$ cat src/rtl/hqm_rf_2048x14_arb_init.sv
// hqm_rf_2048x14_arb_init
//   Controller for one 2048x14 two-port RF. After reset (or on cfg_reinit)
//   it writes INIT_VAL to every entry, then shares the RF between two write
//   and two read requesters through independent round-robin arbiters.
//   Read responses are tagged with the requester index; a read that
//   collides with a same-cycle write to the same address returns the
//   forwarded write data.
// Ports
//   rclk, rclk_rst_n            clock (also RF clock), async active-low reset
//   cfg_reinit                  restart array init (READY only)
//   init_busy, init_done        init in progress / sticky first-init-complete
//   wr_req_v/addr/data/rdy      two write requesters, {req1,req0} packing
//   rd_req_v/addr/rdy           two read requesters, {req1,req0} packing
//   rd_rsp_v/id/data            read response, two cycles after accept
//   mem_we/waddr/wdata          RF write port (registered)
//   mem_re/raddr                RF read port (registered)
//   mem_rdata                   RF read data, one cycle after mem_re
module hqm_rf_2048x14_arb_init #(
    parameter int unsigned    DEPTH    = 2048,
    parameter int unsigned    AW       = 11,
    parameter int unsigned    DW       = 14,
    parameter logic [DW-1:0]  INIT_VAL = '0
) (
    input  logic              rclk,
    input  logic              rclk_rst_n,
    input  logic              cfg_reinit,
    output logic              init_busy,
    output logic              init_done,
    input  logic [1:0]        wr_req_v,
    input  logic [2*AW-1:0]   wr_req_addr,
    input  logic [2*DW-1:0]   wr_req_data,
    output logic [1:0]        wr_req_rdy,
    input  logic [1:0]        rd_req_v,
    input  logic [2*AW-1:0]   rd_req_addr,
    output logic [1:0]        rd_req_rdy,
    output logic              rd_rsp_v,
    output logic              rd_rsp_id,
    output logic [DW-1:0]     rd_rsp_data,
    output logic              mem_we,
    output logic [AW-1:0]     mem_waddr,
    output logic [DW-1:0]     mem_wdata,
    output logic              mem_re,
    output logic [AW-1:0]     mem_raddr,
    input  logic [DW-1:0]     mem_rdata
);

    localparam logic [AW-1:0] LAST_ADDR = AW'(DEPTH - 1);

    typedef enum logic {ST_INIT, ST_READY} state_t;

    state_t          state;
    logic [AW-1:0]   cnt;
    logic            wr_ptr;
    logic            rd_ptr;

    // Read pipeline: stage 1 aligns with mem_re, stage 2 with rd_rsp_v.
    logic            rd_id1;
    logic            byp_hit1;
    logic [DW-1:0]   byp_data1;
    logic            byp_hit2;
    logic [DW-1:0]   byp_data2;

    logic            arb_en;
    logic            wr_acc;
    logic            wr_sel;
    logic [AW-1:0]   wr_addr_sel;
    logic [DW-1:0]   wr_data_sel;
    logic            rd_acc;
    logic            rd_sel;
    logic [AW-1:0]   rd_addr_sel;

    // ptr names the requester favoured when both are valid.
    function automatic logic [1:0] rr_pick(input logic [1:0] v, input logic ptr);
        logic [1:0] g;
        case (v)
            2'b01:   g = 2'b01;
            2'b10:   g = 2'b10;
            2'b11:   g = ptr ? 2'b10 : 2'b01;
            default: g = 2'b00;
        endcase
        return g;
    endfunction

    always_comb begin
        arb_en      = (state == ST_READY) && !cfg_reinit;
        wr_req_rdy  = arb_en ? rr_pick(wr_req_v, wr_ptr) : 2'b00;
        rd_req_rdy  = arb_en ? rr_pick(rd_req_v, rd_ptr) : 2'b00;
        wr_acc      = |wr_req_rdy;
        wr_sel      = wr_req_rdy[1];
        rd_acc      = |rd_req_rdy;
        rd_sel      = rd_req_rdy[1];
        wr_addr_sel = wr_sel ? wr_req_addr[2*AW-1:AW] : wr_req_addr[AW-1:0];
        wr_data_sel = wr_sel ? wr_req_data[2*DW-1:DW] : wr_req_data[DW-1:0];
        rd_addr_sel = rd_sel ? rd_req_addr[2*AW-1:AW] : rd_req_addr[AW-1:0];
    end

    assign init_busy = (state == ST_INIT);

    // A same-cycle write to the read address lands in the RF on the same edge
    // the RF samples the read, so the RF returns stale data; forward instead.
    assign rd_rsp_data = !rd_rsp_v ? '0 : (byp_hit2 ? byp_data2 : mem_rdata);

    always_ff @(posedge rclk or negedge rclk_rst_n) begin
        if (!rclk_rst_n) begin
            state     <= ST_INIT;
            cnt       <= '0;
            wr_ptr    <= 1'b0;
            rd_ptr    <= 1'b0;
            init_done <= 1'b0;
            mem_we    <= 1'b0;
            mem_waddr <= '0;
            mem_wdata <= '0;
            mem_re    <= 1'b0;
            mem_raddr <= '0;
            rd_id1    <= 1'b0;
            byp_hit1  <= 1'b0;
            byp_data1 <= '0;
            byp_hit2  <= 1'b0;
            byp_data2 <= '0;
            rd_rsp_v  <= 1'b0;
            rd_rsp_id <= 1'b0;
        end else begin
            case (state)
                ST_INIT: begin
                    mem_we    <= 1'b1;
                    mem_waddr <= cnt;
                    mem_wdata <= INIT_VAL;
                    cnt       <= cnt + 1'b1;
                    if (cnt == LAST_ADDR) begin
                        state     <= ST_READY;
                        init_done <= 1'b1;
                    end
                end
                default: begin
                    mem_we <= wr_acc;
                    if (wr_acc) begin
                        mem_waddr <= wr_addr_sel;
                        mem_wdata <= wr_data_sel;
                    end
                    if (cfg_reinit) begin
                        state <= ST_INIT;
                        cnt   <= '0;
                    end
                end
            endcase

            if (wr_acc) wr_ptr <= ~wr_sel;
            if (rd_acc) rd_ptr <= ~rd_sel;

            // The read pipeline keeps running across a reinit so in-flight
            // reads still complete.
            mem_re <= rd_acc;
            if (rd_acc) mem_raddr <= rd_addr_sel;
            rd_id1    <= rd_sel;
            byp_hit1  <= wr_acc && rd_acc && (wr_addr_sel == rd_addr_sel);
            byp_data1 <= wr_data_sel;

            rd_rsp_v  <= mem_re;
            rd_rsp_id <= rd_id1;
            byp_hit2  <= byp_hit1;
            byp_data2 <= byp_data1;
        end
    end

endmodule

$ cat config.mk
export PLATFORM = sky130hd
export DESIGN_NAME = hqm_rf_2048x14_arb_init
export DESIGN_NICKNAME = d
export VERILOG_FILES = /design/src/rtl/hqm_rf_2048x14_arb_init.sv
export SDC_FILE = /design/constraint.sdc
export NUM_CORES = 1
export LEC_CHECK = 0
export BUFFER_PORTS_ARGS = -buffer_cell sky130_fd_sc_hd__buf_2
export CORE_MARGIN = 2
export CORE_UTILIZATION = 49
export CTS_CLUSTER_DIAMETER = 200
export DETAILED_ROUTE_END_ITERATION = 12
export GPL_ROUTABILITY_DRIVEN = 0
export HOLD_SLACK_MARGIN = 0.12
export PLACE_DENSITY_LB_ADDON = 0.08
export SLEW_MARGIN = 20
export SYNTH_ARGS = -nofsm -noshare
export SYNTH_HDL_FRONTEND = slang
export SYNTH_SLANG_ARGS = --single-unit
export TNS_END_PERCENT = 20
$ cat constraint.sdc
create_clock -name rclk -period 2.3 [get_ports rclk]
set_clock_uncertainty 0.05 [all_clocks]
set_input_delay 0.23 -clock rclk [delete_from_list [all_inputs] [get_ports rclk]]
set_output_delay 0.23 -clock rclk [all_outputs]
set_load 0.01 [all_outputs]
==> results of run 1 <==
[area by class of cell]
| class | instances | share of cell area (%) |
|---|---|---|
| Multi-Input combinational cell | 208 | 30.1 |
| Inverter | 12 | 0.849 |
| Timing Repair Buffer | 193 | 22.0 |
| Tap cell | 102 | 2.40 |
| Sequential cell | 86 | 40.5 |
| Clock inverter | 3 | 1.27 |
| Clock buffer | 13 | 2.81 |
[critical path, delay by kind of cell]
family / cells / cell delay, ps
muxes: 1 / 340
and+or+nand+nor: 4 / 790
xor gates and xnor gates: 1 / 160
buffers and inverters: 3 / 870
[power groups by stage]
stage	logic, mW	registers [mW]	clock network [mW]
final	0.623	1.84	1.14
after detailed placement	0.584	1.86	0
after global placement	0.581	1.86	0
after global routing	0.705	1.86	1.22
after floorplan	0.266	1.88	0
after CTS	0.627	1.83	1.16
[cells by family (layout without fill, tap and decap cells)]
family                   after synthesis  after routing
buffers and inverters                 32            221
flip-flops                            86             86
adder cells (fa/ha/maj)                1              1
XOR/XNOR                              13             13
multiplexers                          66             66
AO/OA/AOI/OAI                         41             41
AND/OR/NAND/NOR                       87             87
[routing by layer]
metal  wire [um]  up-vias
met5           0        -
met4         108        0
met3         547        9
met2        4320      105
met1        4070     1462
li1            -     1497
[layout by cell type, fill, tap and decap left out, types with 5 or more instances in the layout]
cell           count
buf_2            151
dfrtp_1           86
mux2i_1           33
dlygate4sd3_1     32
nand2_1           22
o21ai_0           20
nand3_1           19
mux2_2            18
nor2b_1           15
and2_1            14
inv_1             12
xnor2_1           12
o221ai_1          10
clkbuf_8          10
mux2_4             8
buf_4              8
a21oi_1            5
mux2i_2            5
[through the flow]
| step | setup slack [ps] | util [%] | power, mW | instance area (um^2) |
|---|---|---|---|---|
| 5_1_grt | -0.690 | 69.0 | 3.78 | 5310 |
| 4_1_cts | 42.9 | 68.8 | 3.62 | 5290 |
| 3_5_place_dp | 230 | 61.8 | 2.45 | 4750 |
| 6_report | 113 | 69.0 | 3.59 | 5310 |
| 2_1_floorplan | 504 | - | 2.15 | 3880 |
| 3_3_place_gp | 242 | 61.8 | 2.44 | 4750 |
[sequential cells by signal, indices dropped and copies added, names as in the netlist]
name       cells
mem_raddr     11
byp_data2     14
mem_we         1
mem_waddr     11
mem_wdata     14
byp_hit2       1
state          1
rd_rsp_v       1
byp_hit1       1
cnt           11
rd_id1         1
rd_ptr         1
init_done      1
mem_re         1
wr_ptr         1
byp_data1     14
rd_rsp_id      1
[what timing repair did]
| item | in CTS | in global routing |
|---|---|---|
| endpoints found under the setup margin | 0 | 1 |
| hold buffers | 32 | 0 |
| resized for setup | 0 | 6 |
| endpoints found under the hold margin | 50 | 0 |
[worst max path at each step]
stage	startpoint	endpoint	slack [ps]
2_1_floorplan	state$_DFF_PN0_	mem_wdata[13]$_DFFE_PN0P_	500
3_3_place_gp	cfg_reinit	byp_hit1$_DFF_PN0_	240
3_5_place_dp	cfg_reinit	byp_hit1$_DFF_PN0_	230
4_1_cts	cfg_reinit	byp_hit1$_DFF_PN0_	40
5_1_grt	cfg_reinit	byp_hit1$_DFF_PN0_	-0.7
6_report	cfg_reinit	byp_hit1$_DFF_PN0_	110
==> summary.md, run 1 <==
| Metric | Value |
|---|---|
| Outcome | finished clean |
| Sequential Power Share | 51.0% |
| Clk_lat worst skew | 340 ps |
| Max cap viols | 0 |
| Post-Synth Simple-Gate Area | 12.0% |
| Die W | 92.9 um |
| Ys async rst share | 100% |
| Period Utilization, post-route | 95.1% |
| GR peak layer | met2 |
| Via count | 3073 |
| Post-Synth XOR/XNOR Area | 2.94% |
| Clock buffer depth | 2 |
| Drt wl/cell | 14.7 um |
| Ys Warns | 0 |
| Hold Crit Start | rd_req_v[0] |
| Max H-tree Level | 3 |
| CTS clk-pin slew, worst paths | 80 ps |
| Met1 Resource Use GR | 28.2% |
| GRT Total Usage | 21.0% |
| Post-layout min period | 2190 ps |
| Post-synthesis cell count | 326 |
| Sw Pwr | 0.933 mW |
| Post-synthesis adder-cell area fraction | 0.323% |
| Seq/Total Area, Yosys | 55.5% |
| Footprint of the multi-input gates | 1600 um^2 |
| Largest family of logic cells by synthesized area | multiplexers |
| Largest net degree at the start of global routing | 54 |
| First-pass GRT wire length | 14100 um |
| Worst-margin pin slew | 1040 ps |
| WP data required | 2520 ps |
| Register area | 2150 um^2 |
| Number of instances in the placed design | 569 |
| Synth Area per Inst | 11.9 um^2 |
| Nets | 604 |
| EDFF count, synth | 0 |
| Fin. Hold Viols | 0 |
| Met2 Use GR | 35.0% |
| Worst r2r src | state$_DFF_PN0_ |
| CP Max Fanout | 10 |
| WL final | 9040 um |
| Clock share of power | 31.6% |
| Vias/cell | 4.98 |
| Crit end category | register |
| Core box area | 7690 um^2 |
| Most instantiated cells after synthesis | dfrtp_1, mux2i_1, nand2_1, o21ai_0, nand3_1 |
| Crit path cell chain | dlygate4sd3_1 > buf_2 > and2b_1 > and3_2 > buf_4 > mux2i_2 > xnor2_1 > nand4_1 > nor3_2 |
| Initial Utilization | 50.4% |
| Most common cell in the netlist | dfrtp_1 |
| Clock Sinks | 86 |
| Final setup TNS | 0 ps |
| Pre-antenna DRT Iters | 4 |
| Fill count | 616 |
| Worst Hold Class | input pin to register |
| CTS tree | built |
| Row count | 32 |
| CP Class | input pin to register |
| Met3 usage | 3.34% |
| IO Count | 153 |
| GRT overflow | 0 |
| Total CTS buffers | 9 |
| DRC errors left | 0 |
| Yosys top cell by area | dfrtp_1 |
| Power per cell area | 677 nW/um^2 |
| Fmax | 457 MHz |
| Final ANT Viol Nets | 0 |
| Hold slack | 155 ps |
| Port Buf Inserts | 152 |
| Share of layout cells above drive strength 1 | 40.4% |
| Worst setup SP type | input pin |
| Root buf cell | clkbuf_8 |
| Post-synth net total | 420 |
| Endpoint, Worst Hold | rd_ptr$_DFFE_PN0N_ |
| Initial antenna violation count | 0 |
| #FFs+latches synth | 86 |
| CP max stage delay | 530 ps |
| # Post-CTS Setup Buffers | 0 |
| Post-route insts no fill | 617 |
| Reg2reg end | byp_hit1$_DFF_PN0_ |
| Die area | 8640 um^2 |
| Relative slew slack | 30.2% |
| Switching share of power | 26.0% |
| Vias in the first global route | 2978 |
| Internal power | 2.66 mW |
| Synth top area cells | dfrtp_1, mux2i_1, mux2_2, mux2_4, o21ai_0 |
| Cell variety after synth | 31 |
| Chip Height | 92.9 um |
| Mapped cell area | 3880 um^2 |
| Post-synthesis mux area share | 18.7% |
| Comb pwr share | 17.3% |
| Top FF cell, synth | dfrtp_1 |
| Worst path slowest cell | dlygate4sd3_1 |
| Leak | 2.61 nW |
| Antenna Cells | 0 |
| Area grow syn2layout | 36.9% |
| CP Data Arrival Time | 2410 ps |
| Final setup viols | 0 |
| R2R depth | 7 |
| Final Max Slew Viols | 0 |
| Top-area cell type share of the netlist area | 55.5% |
| Reg2Reg Setup Slack | 380 ps |
| Post-DP HPWL | 6400 um |
| Complex-gate fraction of the synthesized area | 6.46% |
| Hold depth | 3 |
| VDD IR-drop max | 419 uV |
| Iteration-0 DRC Markers | 106 |
Note: power is estimated with default switching activity, not from simulation.
==> inputs of run 2 (changes only) <==
--- a/config.mk
+++ b/config.mk
@@ -5,11 +5,11 @@
 export SDC_FILE = /design/constraint.sdc
 export NUM_CORES = 1
 export LEC_CHECK = 0
-export BUFFER_PORTS_ARGS = -buffer_cell sky130_fd_sc_hd__buf_2
 export CORE_MARGIN = 2
-export CORE_UTILIZATION = 49
+export CORE_UTILIZATION = 63
 export CTS_CLUSTER_DIAMETER = 200
 export DETAILED_ROUTE_END_ITERATION = 12
+export DONT_BUFFER_PORTS = 1
 export GPL_ROUTABILITY_DRIVEN = 0
 export HOLD_SLACK_MARGIN = 0.12
 export PLACE_DENSITY_LB_ADDON = 0.08
==> run 2 against run 1 <==
Net effect: critical path type is now register to register; cell count shrank 23%; non-clock buffer count shrank 114; the run now ends with setup timing left; sequential power grew 4%; worst hold slack lost 30 ps; register-to-register slack lost 380 ps; utilization grew 15 points.
==> summary.md, run 2 (synthesis gave the netlist of run 1 again) <==
| Metric | Value |
|---|---|
| Final core occ | 84.4% (+15 points) |
| Post-route setup slack | -4.90 ps (-118 ps) |
| Worst setup SP type | register |
| Crit-path leading delay family | buffers and inverters |
| Footprint of the multi-input gates | 1620 um^2 (+1.2%) |
| Fill count | 324 (-47%) |
| WL final | 10400 um (+15%) |
| CP Max Fanout | 13 (+3) |
| Port Buf Inserts | 0 (-100%) |
| Drt wl/cell | 21.9 um (+49%) |
| CP Data Arrival Time | 2430 ps (+20 ps) |
| Crit end category | register |
| CP max stage delay | 620 ps (+90 ps) |
| Row count | 28 (-13%) |
| Chip Height | 82.4 um (-11%) |
| Commonest non-fill, non-tap cell in the layout | dfrtp_1 |
| Worst-margin pin slew | 1050 ps (+5.65 ps) |
| Period Utilization, post-route | 100% (+5.1 points) |
| Hold Crit Start | wr_req_data[6] |
| CTS clk-pin slew, worst paths | 90 ps (about the same) |
| # Post-CTS Setup Buffers | 0 (unchanged) |
| GRT overflow | 0 (unchanged) |
| Die area | 6800 um^2 (-21%) |
| Fmax | 434 MHz (-5.1%) |
| Vias/cell | 6.01 (+21%) |
| Number of instances in the placed design | 388 (-32%) |
| Post-route insts no fill | 476 (-23%) |
| Die W | 82.4 um (-11%) |
| DRC errors left | 0 (unchanged) |
| Area grow syn2layout | 28.9% |
| Area of placed instances | 3940 um^2 (-17%) |
| Total CTS buffers | 9 (unchanged) |
| Clock Sinks | 86 (unchanged) |
| Iteration-0 DRC Markers | 168 (+58%) |
| Clock buffer depth | 2 (unchanged) |
| VDD IR-drop max | 779 uV (+86%) |
| Antenna Cells | 0 (unchanged) |
| Clk_lat worst skew | 350 ps (about the same) |
| Register area | 2150 um^2 (unchanged) |
| Initial Utilization | 65.5% (+15 points) |
| Worst path slowest cell | dlygate4sd3_1 |
| Worst Hold Class | input pin to register |
| Via count | 2860 (-6.9%) |
| CTS tree | built |
| Most frequent cells in the layout | dfrtp_1, dlygate4sd3_1, mux2i_1 |
| Relative slew slack | 29.9% (-0.38 points) |
| IO Count | 153 (unchanged) |
| Failing checks | setup timing |
| Crit path from | state$_DFF_PN0_ |
| Fin. Hold Viols | 0 (unchanged) |
| Post-layout min period | 2300 ps (+118 ps) |
| Final Max Slew Viols | 0 (unchanged) |
| Outcome | finished, violations left |
| Initial antenna violation count | 0 (unchanged) |
| Pre-antenna DRT Iters | 4 (unchanged) |
| First-pass GRT wire length | 14600 um (+3.0%) |
| CP Class | register to register |
| Final setup viols | 1 (+1) |
| Fin area | 5000 um^2 (-5.9%) |
| Share of layout cells above drive strength 1 | 14.2% (-26 points) |
| Worst r2r src | state$_DFF_PN0_ |
| Largest net degree at the start of global routing | 87 (+61%) |
| WP data required | 2420 ps (-100 ps) |
| Max cap viols | 0 (unchanged) |
| Vias in the first global route | 2945 (-1.1%) |
| Crit path cell chain | and2b_1 > buf_6 > and3_4 > buf_12 > mux2i_4 > dlygate4sd3_1 > o21ai_0 |
| Nets | 490 (-19%) |
| Root buf cell | clkbuf_8 |
| Largest registers | byp_data1 (14), byp_data2 (14), mem_wdata (14) |
| GRT Total Usage | 30.1% (+9.1 points) |
| Final ANT Viol Nets | 0 (unchanged) |
| Max H-tree Level | 3 (unchanged) |
| Post-DP HPWL | 5950 um (-7.0%) |
| Leak | 2.12 nW (-19%) |
| Core box area | 5920 um^2 (-23%) |
| Power per cell area | 756 nW/um^2 (+12%) |
| Hold slack | 125 ps (-30.1 ps) |
| WP buf/inv | 3 (unchanged) |
[run 2: cell types whose count changed in the layout (fill, tap and decap cells not counted), sizes merged]
cell / before / now
clkbuf: 13 / 9
clkinvlp: 1 / 2
inv: 12 / 13
buf: 161 / 8
dlygate4sd3: 32 / 71
bufinv: 2 / 4
[run 2: per-layer routing]
| layer | GRT usage, % | part of all wire [%] | vias up |
|---|---|---|---|
| li1 | - | - | 1272 |
| met1 | 35.4 | 37 | 1447 |
| met2 | 54.4 | 55 | 128 |
| met3 | 5.98 | 6.0 | 13 |
| met4 | 11.0 | 1.6 | 0 |
| met5 | 0 | 0 | - |
[run 2: where the power goes]
group	leakage (nW)	internal, mW	switching, mW
Clock	0.126	0.835	0.562
Sequential	1.08	1.70	0.209
Combinational	0.918	0.253	0.219
Total	2.12	2.79	0.990
[run 2: worst paths after layout]
path	to	slack, ps	cells past startpoint
worst max-delay path	mem_raddr[8]$_DFFE_PN0N_	-5	7
worst min-delay path	mem_wdata[6]$_DFFE_PN0P_	130	2
worst max register to register	mem_raddr[8]$_DFFE_PN0N_	-5	7
worst min register to register	byp_data2[9]$_DFF_PN0_	310	0
max in group asynchronous	cnt[10]$_DFFE_PN0P_	1470	2
min in group asynchronous	mem_raddr[0]$_DFFE_PN0N_	410	2
[run 2: layout make-up]
class	count	share of cell area, %
Inverter	12	0.902
Tap cell	75	1.88
Clock buffer	9	2.48
Multi-Input combinational cell	208	32.4
Clock inverter	7	2.88
Timing Repair Buffer	79	16.4
Sequential cell	86	43.1
[run 2: metrics by stage]
stage | setup slack, ps | power (mW) | setup TNS [ps]
floorplan | 504 | 2.15 | 0
global placement | 319 | 2.23 | 0
detailed placement | 282 | 2.25 | 0
CTS | 9.70 | 3.75 | 0
global route | -47.4 | 3.92 | -53.6
finish | -4.90 | 3.78 | -4.90
[run 2: repair_timing]
action / CTS / global route
hold buffers: 69 / 3
setup endpoints to repair: 0 / 18
hold endpoints to repair: 124 / 3
gates resized for setup: 0 / 11
==> inputs of run 3 (changes only) <==
--- a/config.mk
+++ b/config.mk
@@ -11,7 +11,7 @@
 export DETAILED_ROUTE_END_ITERATION = 12
 export DONT_BUFFER_PORTS = 1
 export GPL_ROUTABILITY_DRIVEN = 0
-export HOLD_SLACK_MARGIN = 0.12
+export HOLD_SLACK_MARGIN = 0.15
 export PLACE_DENSITY_LB_ADDON = 0.08
 export SLEW_MARGIN = 20
 export SYNTH_ARGS = -nofsm -noshare
==> run 3 against run 2 <==
Net effect: the run now ends clean; utilization up 0.11 points; maximum frequency up 0.93%; via count down 0.35%; combinational power is 0.8% higher.
==> summary.md, run 3 (synthesis gave the netlist of run 1 again) <==
| Metric | Value |
|---|---|
| Final setup TNS | 0 ps (+4.90 ps) |
| Row count | 28 (unchanged) |
| Power per cell area | 755 nW/um^2 (-0.21%) |
| Area grow syn2layout | 29.1% |
| First-pass GRT wire length | 14800 um (+1.3%) |
| Initial antenna violation count | 0 (unchanged) |
| Area of placed instances | 3940 um^2 (unchanged) |
| Met3 Wirelength | 785 um (+26%) |
| Final setup viols | 0 (-1) |
| Total CTS buffers | 9 (unchanged) |
| Via count | 2850 (-0.35%) |
| Fmax | 438 MHz (+0.93%) |
| Nets | 490 (unchanged) |
| Period Utilization, post-route | 99.3% (-0.93 points) |
| Final ANT Viol Nets | 0 (unchanged) |
| Root buf cell | clkbuf_8 |
| DRC errors left | 0 (unchanged) |
| Max layer used | met4 |
| Post-layout min period | 2280 ps (-21.3 ps) |
| Pre-antenna DRT Iters | 5 (+1) |
| Die area | 6800 um^2 (unchanged) |
| WL final | 10400 um (-0.43%) |
| Internal power | 2.79 mW (about the same) |
| M1 wire length | 3750 um (-3.9%) |
| Drt wl/cell | 21.8 um (-0.43%) |
| Comb pwr share | 12.6% (about the same) |
| Vias in the first global route | 2974 (+0.98%) |
| Outcome | finished clean |
| Clk_lat worst skew | 360 ps (about the same) |
| VDD IR-drop max | 797 uV (+2.3%) |
| Final Max Slew Viols | 0 (unchanged) |
| Share of layout cells above drive strength 1 | 14.5% (+0.25 points) |
| WP data required | 2480 ps (+60 ps) |
| Clock share of power | 36.9% (about the same) |
| Post-route setup slack | 16.4 ps (+21.3 ps) |
| Initial Utilization | 65.5% (unchanged) |
| Total power | 3.77 mW (about the same) |
| Met2 routed WL | 5550 um (-3.0%) |
| GRT Total Usage | 30.6% (+0.44 points) |
| Port Buf Inserts | 0 (unchanged) |
| Final core occ | 84.5% (+0.11 points) |
| Fin area | 5000 um^2 (+0.13%) |
| Fin. Hold Viols | 0 (unchanged) |
| CTS tree | built |
| Largest registers | byp_data1 (14), byp_data2 (14), mem_wdata (14) |
| Sw Pwr | 0.987 mW (-0.33%) |
| GRT overflow | 0 (unchanged) |
| CTS clk-pin slew, worst paths | 90 ps (about the same) |
| CP Max Fanout | 13 (unchanged) |
| Antenna Cells | 0 (unchanged) |
| Clock buffer depth | 2 (unchanged) |
| Post-DP HPWL | 5950 um (unchanged) |
| Crit end category | register |
| Placement Setup Slack | 282 ps (unchanged) |
| Worst-margin pin slew | 1040 ps (-11.0 ps) |
| Vias/cell | 5.99 (-0.35%) |
| Chip Height | 82.4 um (unchanged) |
| Commonest non-fill, non-tap cell in the layout | dfrtp_1 |
| Core box area | 5920 um^2 (unchanged) |
| Iteration-0 DRC Markers | 121 (-28%) |
| Switching share of power | 26.1% (-0.066 points) |
| Max cap viols | 0 (unchanged) |
| Die W | 82.4 um (unchanged) |
| Fill count | 321 (-0.93%) |
| Leak | 2.13 nW (+0.53%) |
| Sequential Power Share | 50.5% (about the same) |
| Max H-tree Level | 3 (unchanged) |
| Relative slew slack | 30.6% (+0.74 points) |
| Most frequent cells in the layout | dfrtp_1, dlygate4sd3_1, mux2i_1 |
| CP Class | register to register |
| Clock Sinks | 86 (unchanged) |
| CP Data Arrival Time | 2470 ps (+40 ps) |
| IO Count | 153 (unchanged) |
| Worst Hold Class | input pin to register |
| Worst setup SP type | register |
| Largest net degree at the start of global routing | 87 (unchanged) |
[run 3: worst paths after layout]
check | start | end | slack, ps | depth (start not counted)
setup / recovery | state$_DFF_PN0_ | mem_raddr[5]$_DFFE_PN0N_ | 20 | 7
hold / removal | wr_req_addr[8] | mem_waddr[8]$_DFFE_PN0P_ | 160 | 2
setup reg to reg | state$_DFF_PN0_ | mem_raddr[5]$_DFFE_PN0N_ | 20 | 7
hold reg to reg | byp_data1[12]$_DFF_PN0_ | byp_data2[12]$_DFF_PN0_ | 300 | 0
max in group asynchronous | rclk_rst_n | cnt[10]$_DFFE_PN0P_ | 1480 | 2
min in group asynchronous | rclk_rst_n | byp_hit2$_DFF_PN0_ | 400 | 2
[run 3: critical path, cell delays in order (launching register included)]
cell and delay [ps]:
dfrtp_1 350, and2b_1 160, buf_6 170, and3_4 220, buf_12 170, mux2i_1 280, dlygate4sd3_1 640, o21ai_0 120
[run 3: layer usage]
metal / track usage [%] / vias to the layer above
met5: 0 / -
met4: 13.7 / 0
met3: 6.09 / 25
met2: 54.4 / 156
met1: 35.6 / 1402
li1: - / 1267
[run 3: power groups by stage]
stage	registers, mW	clock network, mW	logic [mW]
detailed placement	1.93	0	0.320
global route	1.93	1.46	0.526
floorplan	1.88	0	0.266
global placement	1.93	0	0.300
CTS	1.91	1.39	0.454
finish	1.91	1.39	0.476
[run 3: through the flow]
| stage | hold WS [ps] | std cells |
|---|---|---|
| 2_1_floorplan | -116 | 326 |
| 3_3_place_gp | -114 | 388 |
| 3_5_place_dp | -114 | 388 |
| 4_1_cts | 163 | 475 |
| 5_1_grt | 174 | 476 |
| 6_report | 164 | 476 |
[run 3: cell type report]
class,count,area (um^2),share of cell area [%]
clock buffers,9,124,2.48
clock inverters,7,144,2.88
inverters,12,45.0,0.900
multi-input cells,208,1620,32.4
flip-flops and latches,86,2150,43.0
well taps,75,93.8,1.88
repair buffers,79,822,16.4
[run 3: repair_timing]
item / CTS / global route
endpoints found under the setup margin: 0 / 13
gates resized for setup: 0 / 13
buffers inserted: 0 / 0
endpoints found under the hold margin: 135 / 1
hold buffers: 71 / 1
